## config.mk

```make
export PLATFORM = sky130hd
export DESIGN_NAME = fft_frame_loader
export DESIGN_NICKNAME = d
export VERILOG_FILES = /design/src/rtl/fft_frame_loader.sv
export SDC_FILE = /design/constraint.sdc
export NUM_CORES = 1
export LEC_CHECK = 0
export BUFFER_PORTS_ARGS = -buffer_cell sky130_fd_sc_hd__buf_2
export CAP_MARGIN = 20
export CORE_AREA = 2 2 228 230
export CTS_BUF_LIST = sky130_fd_sc_hd__clkbuf_8 sky130_fd_sc_hd__clkbuf_16
export DETAILED_ROUTE_END_ITERATION = 10
export DIE_AREA = 0 0 230 232
export PLACE_DENSITY_LB_ADDON = 0.3
export SYNTH_ARGS = -nofsm -noshare
export SYNTH_HDL_FRONTEND = slang
export SYNTH_SLANG_ARGS = --single-unit
```

## constraint.sdc

```tcl
create_clock -name clk -period 2.6 [get_ports clk]
set_clock_uncertainty 0.1 [all_clocks]
set_input_delay 0.39 -clock clk [delete_from_list [all_inputs] [get_ports clk]]
set_output_delay 0.39 -clock clk [all_outputs]
set_load 0.01 [all_outputs]
```

## src/rtl/fft_frame_loader.sv

```systemverilog
// Collects N complex samples from a valid/ready stream into a parallel frame for the FFT.
// Define FFT_FRAME_LOADER_BITREV_EN to store transfer k in slot bitrev(k) instead of slot k.
module fft_frame_loader #(
    parameter int N = 16,
    parameter int W = 16
) (
    input  logic              clk,
    input  logic              rst_n,
    input  logic              s_valid,
    output logic              s_ready,
    input  logic signed [W:0] s_re,
    input  logic signed [W:0] s_im,
    input  logic              s_sof,
    output logic signed [W:0] x [2*N],
    output logic              frame_valid,
    input  logic              frame_ack,
    output logic              resync
);
    localparam int LG = $clog2(N);

    typedef enum logic {FILL, HOLD} state_t;

    state_t        state;
    logic [LG-1:0] idx;
    logic [LG-1:0] slot;

`ifdef FFT_FRAME_LOADER_BITREV_EN
    function automatic logic [LG-1:0] bitrev(input logic [LG-1:0] v);
        logic [LG-1:0] r;
        for (int i = 0; i < LG; i++) r[i] = v[LG-1-i];
        return r;
    endfunction

    // A start-of-frame sample always lands in slot 0, which bitrev maps to itself.
    assign slot = s_sof ? '0 : bitrev(idx);
`else
    assign slot = s_sof ? '0 : idx;
`endif

    // NOTE: every sequential target uses <= so all registers update from pre-edge values.
    always_ff @(posedge clk or negedge rst_n) begin
        if (!rst_n) begin
            state       <= FILL;
            idx         <= '0;
            s_ready     <= 1'b1;
            frame_valid <= 1'b0;
            resync      <= 1'b0;
            // NOTE: the frame store is reset because stale samples must never reach the FFT.
            for (int i = 0; i < 2*N; i++) x[i] <= '0;
        end else begin
            resync <= 1'b0;
            case (state)
                FILL: begin
                    if (s_valid) begin
                        x[{1'b0, slot}] <= s_re;
                        x[{1'b1, slot}] <= s_im;
                        if (s_sof) begin
                            idx    <= LG'(1);
                            resync <= (idx != '0);
                        end else begin
                            idx <= idx + LG'(1);
                            if (idx == LG'(N-1)) begin
                                state       <= HOLD;
                                s_ready     <= 1'b0;
                                frame_valid <= 1'b1;
                            end
                        end
                    end
                end
                HOLD: begin
                    if (frame_ack) begin
                        state       <= FILL;
                        s_ready     <= 1'b1;
                        frame_valid <= 1'b0;
                    end
                end
                default: begin
                    state       <= FILL;
                    s_ready     <= 1'b1;
                    frame_valid <= 1'b0;
                end
            endcase
        end
    end

endmodule

```

Word-level counts from Yosys, hierarchy flattened
Index checks and enable logic that the tools add are counted.
- eq/ne operators: 5
- mux-type cells: 26
- bitwise logic cells: 3
- reductions and logical operators: 5
- order comparisons: 4
- add/subtract/negate cells: 1
- operator list (operator ; number):
    bitwise mux 544 bit ; 2
    demux 17 bit (select 5 bit) ; 2
    2-to-1 mux 17 bit ; 2
    2-to-1 mux 1 bit ; 15
    greater-or-equal comparator 6 bit (second input constant) ; 2
    < comparator 6 x 1 -> 1 bit (second input constant) ; 2
    2-to-1 mux 4 bit ; 2
    inequality test 2 bit (second input constant) ; 4
    NOT 4 -> 6 bit ; 1
    NOT 5 -> 6 bit ; 1
    case mux 1 bit (2 select lines) ; 3
    adder 4 x 1 -> 4 bit (second input constant) ; 1
    equality test 4 bit (second input constant) ; 1
    AND reduction 4 bit ; 1
    nonzero test 4 bit ; 1
    logical AND 1 bit ; 2
    AND reduction 2 bit ; 1
    NOT 1 bit ; 1
- word-level logic and storage cells: 81
- register bits after elaboration: 552

Logic depth before layout (Yosys ltp)
- depth in word-level cells: 8
- depth in mapped cells: 7
- gate-level depth less buffers: 4

Worst setup path after synthesis
OpenSTA, ideal clock, no wires.
- path type: input to register
- start: input s_sof
- end: register x[346] (netlist bit)
- library setup time: 125 ps
- arrival: 1666 ps
- cell stages on the path: 7
- path buffers: 4
- setup slack: 709 ps
- cell sequence: buf_2 -> nor2b_1 -> buf_2 -> and3_1 -> buf_2 -> buf_2 -> mux2_2
- cells in the longest elaborated chain, start to end: 8
- elaborated cells on any way between the ends: 15
- classes of those cells: order compare: 4; mux: 7; bitwise: 2; reduce/logical: 2
- ends and longest elaborated chain (element ; RTL line ; source):
    start, declared ; 13 ; input logic s_sof,
    2-to-1 mux 4 bit (*) ; 37 ; assign slot = s_sof ? '0 : idx;
    NOT 4 -> 6 bit (not written as such) ; 55 ; x[{1'b0, slot}] <= s_re;
    greater-or-equal comparator 6 bit (not written as such) or < comparator 6 x 1 -> 1 bit (tied branches) ; 55 ;
    logical AND 1 bit (not written as such) ; 55 ;
    2-to-1 mux 17 bit (not written as such) ; 55 ;
    demux 17 bit (select 5 bit) ; 55 ;
    bitwise mux 544 bit ; 55 ;
    bitwise mux 544 bit (*) ; 56 ; x[{1'b1, slot}] <= s_im;
    end signal, assigned by index ; 55 ;
    end signal, assigned by index ; 56 ;
    end, declared ; 14 ; output logic signed [W:0] x [2*N],
Every way passes the cells marked *; elsewhere a longest branch is shown, timed or not.
A chain may end at the register's enable or synchronous reset.

Worst setup path in the final report
- start: register idx[2]
- end: register x[77] (netlist bit)
- cells in the longest elaborated chain, start to end: 8
- elaborated cells on any way between the ends: 15
- classes of those cells: order compare: 4; mux: 7; bitwise: 2; reduce/logical: 2
- ends and longest elaborated chain (element ; RTL line ; source):
    start, declared ; 24 ; logic [LG-1:0] idx;
    start signal, assigned ; 61 ; idx <= idx + LG'(1);
    2-to-1 mux 4 bit (*) ; 37 ;
    NOT 4 -> 6 bit (not written as such) ; 55 ;
    greater-or-equal comparator 6 bit (not written as such) or < comparator 6 x 1 -> 1 bit (tied branches) ; 55 ;
    logical AND 1 bit (not written as such) ; 55 ;
    2-to-1 mux 17 bit (not written as such) ; 55 ;
    demux 17 bit (select 5 bit) ; 55 ;
    bitwise mux 544 bit ; 55 ;
    bitwise mux 544 bit (*) ; 56 ;
Marks and branches as above.

==> summary.txt <==
Logic synthesis
  • Syn Inst Count: 1239
  • Post-synth EDFFs: 0
  • Post-synth ARST share: 100%
  • Mapped Area: ~21000 sq um
  • Synth cell types: 35
  • Post-synthesis sequential area ratio: approximately 67%
  • Top FF cell, synth: dfrtp_1
  • #FFs+latches synth: approximately 550
  • Mapped Nets: 1280
  • Synth Warn #: 0
  • Avg Inst Size Synth: between 15 and 20 sq um

Layout
  • End-of-flow core utilization: 52.0%
  • Ant diodes: 0
  • Leading cell type in the layout, fill and taps excluded: buf_2
  • Layout cells sized above 1: 65.0%
  • Commonest non-fill, non-tap cells in the layout: buf_2 (584), dfrtp_1 (551), mux2_2 (480)
  • Net count, final: 1879
  • P&R area growth vs syn: 27.4%
  • FILL cells: 4386

Floorplanning
  • Core ar.: 50900 sq um
  • Die Y: 232 um
  • DIE WIDTH: 230 um
  • Initial Util: 40.8%
  • Die ar.: 53400 sq um
  • Boundary pin count: 586
  • # rows: 83

Drt
  • Via/cell ratio: between 5 and 6
  • Met2 WL: 30400 um
  • Via count: between 10000 and 15000
  • Average wire per standard cell: 24.0 um
  • WL met1: 25000 um
  • Post-DRT Antenna Nets: 0
  • Total Wirelength: 61500 um
  • Met3 WL: between 4000 and 5000 um
  • Highest metal layer with signal wires: met5
  • Initial DRC count: 568
  • TritonRoute pass-1 iters: 4
  • DRC errors left: 0

Power and ir drop
  • Pwr per Cell Area: 1100 nW/um^2
  • Maximum VDD drop: between 600 and 700 uV
  • Lkg Pwr: 0.0143 uW

Timing
  • Final worst-path cycle share: between 80% and 90%
  • WHS: between 0.08 and 0.09 ns
  • Worst Max-Slew Pin Slew: 0.599 ns
  • Final setup TNS: 0 ns
  • Final setup viols: 0
  • Final slew viol count: 0
  • Min cycle time layout: ~2.2 ns
  • Final Hold Vio Count: 0
  • Relative slew slack: 60.1%
  • RSZ-0062 raised after global routing: false
  • Fmax: 462 MHz

Global routing
  • Overflow after GRT: 0
  • Vias in the first global route: 13600
  • GRT Total Usage: a little under a quarter
  • Initial antenna violation count: 1
  • Largest net degree at the start of global routing: 90
  • First-pass GRT wire length: 91000 um

Worst setup path
  • CP max FO: 24
  • Crit path cell chain: and4bb_2, and3_2, buf_4, mux2_2
  • Slowest CP cell: dfrtp_1
  • Startpoint Class: register
  • Critical path capture point type: register
  • Buf/Inv on CP: 1
  • Largest delay share family, worst path: simple AND/OR/NAND/NOR gates
  • Worst Path Arrival: 2.53 ns
  • CP Data Required Time: just under 3 ns
  • Critical path class: register to register
  • Slowest stage delay, CP: 0.52 ns

Clock tree
  • H-tree depth reported by CTS: 2
  • PostCTS Resize Cnt: 0
  • CTS sink cnt: roughly 550
  • CTS Buffer Depth: 3
  • Hold_buf cts: 2
  • Worst skew pair latency: 0.60 ns
  • Setup Buffers After CTS: 0
  • Clk slew on worst S/H paths: 0.06 ns
  • TritonCTS clock tree: yes
  • Root buf cell: clkbuf_16
  • TritonCTS buffer count: 56

Outcome
  • Status: finished clean

Placed design
  • Dpl hpwl: 43100 um
  • Number of buffers added on ports: 585
  • GPL Wtd Cong: 0.814

Run
  • Max_cap viols: 0

Worst hold path
  • Worst Hold Class: input pin to register
[where the power goes]
part / leakage [uW] / internal (uW) / switching, uW
clock: 0.000951 / 4580 / 3350
combinational: 0.00610 / 4030 / 4340
sequential: 0.00721 / 11400 / 1460
[cell usage after synthesis (2+ instances only)]
cell type / count / share of area, %
buf_4: 3 / 0.11
buf_2: 50 / 1.2
nand3_2: 2 / 0.096
o21ai_0: 4 / 0.096
ha_1: 2 / 0.12
buf_6: 6 / 0.33
a21oi_1: 2 / 0.048
nand2_1: 3 / 0.054
mux2_2: 480 / 26
clkbuf_1: 34 / 0.61
inv_1: 3 / 0.054
nand3_1: 6 / 0.14
nand4_2: 2 / 0.12
and4_1: 2 / 0.084
dfrtp_1: 551 / 66
mux2_1: 64 / 3.5
nor2b_1: 6 / 0.18
nand4_1: 2 / 0.060
[area by class of cell]
| type | count | area [sq um] | share of cell area (%) |
|---|---|---|---|
| Clock inverter | 25 | 156 | 0.591 |
| Sequential cell | 552 | 13800 | 52.2 |
| Multi-Input combinational cell | 590 | 6520 | 24.7 |
| Timing Repair Buffer | 634 | 3420 | 12.9 |
| Inverter | 4 | 15.0 | 0.0567 |
| Tap cell | 680 | 851 | 3.22 |
| Clock buffer | 75 | 1670 | 6.33 |
[metal layers]
metal / GRT usage [%] / vias up
li1: - / 5571
met2: 38.3 / 441
met1: 28.4 / 6888
met5: 0 / -
met3: 6.67 / 98
met4: 7.08 / 2
[state kept, by name, summed over array words and instances (netlist names)]
register     count
frame_valid      1
idx              4
resync           1
s_ready          1
state            1
x              544
[tightest hold or removal path: stages]
cell and delay, ns:
buf_2 0.18, nand2_1 0.08, a21oi_1 0.07
[worst paths after layout]
kind,start,end,slack (ns),cells past startpoint
setup / recovery,idx[2]$_DFFE_PN0P_,x[77]$_DFFE_PN0P_,0.44,4
hold / removal,s_sof,resync$_DFF_PN0_,0.08,3
setup reg to reg,idx[2]$_DFFE_PN0P_,x[77]$_DFFE_PN0P_,0.44,4
hold reg to reg,x[7]$_DFFE_PN0P_,x[7]$_DFFE_PN0P_,0.38,1
max in group asynchronous,rst_n,x[156]$_DFFE_PN0P_,1.14,3
min in group asynchronous,rst_n,x[93]$_DFFE_PN0P_,0.26,2
[stage by stage]
step / power, uW / cell area [sq um] / setup slack (ns) / instances
floorplan: 17000 / 20800 / 0.709 / 1239
global placement: 21200 / 24600 / 0.513 / 2458
detailed placement: 21500 / 24600 / 0.447 / 2458
CTS: 29500 / 26500 / 0.417 / 2560
global route: 30600 / 26500 / 0.345 / 2560
finish: 29200 / 26500 / 0.437 / 2560
[cells by family (layout without fill, tap and decap cells)]
logic type               Yosys count  after routing  synth area share (%)
buffers and inverters             97            738                  2.33
multiplexers                     544            544                  29.5
AND/OR/NAND/NOR                   34             34                  1.22
adder cells (fa/ha/maj)            2              2                 0.120
flip-flops                       552            552                  66.5
AO/OA/AOI/OAI                     10             10                 0.295
(Power assumes the default switching activity.)
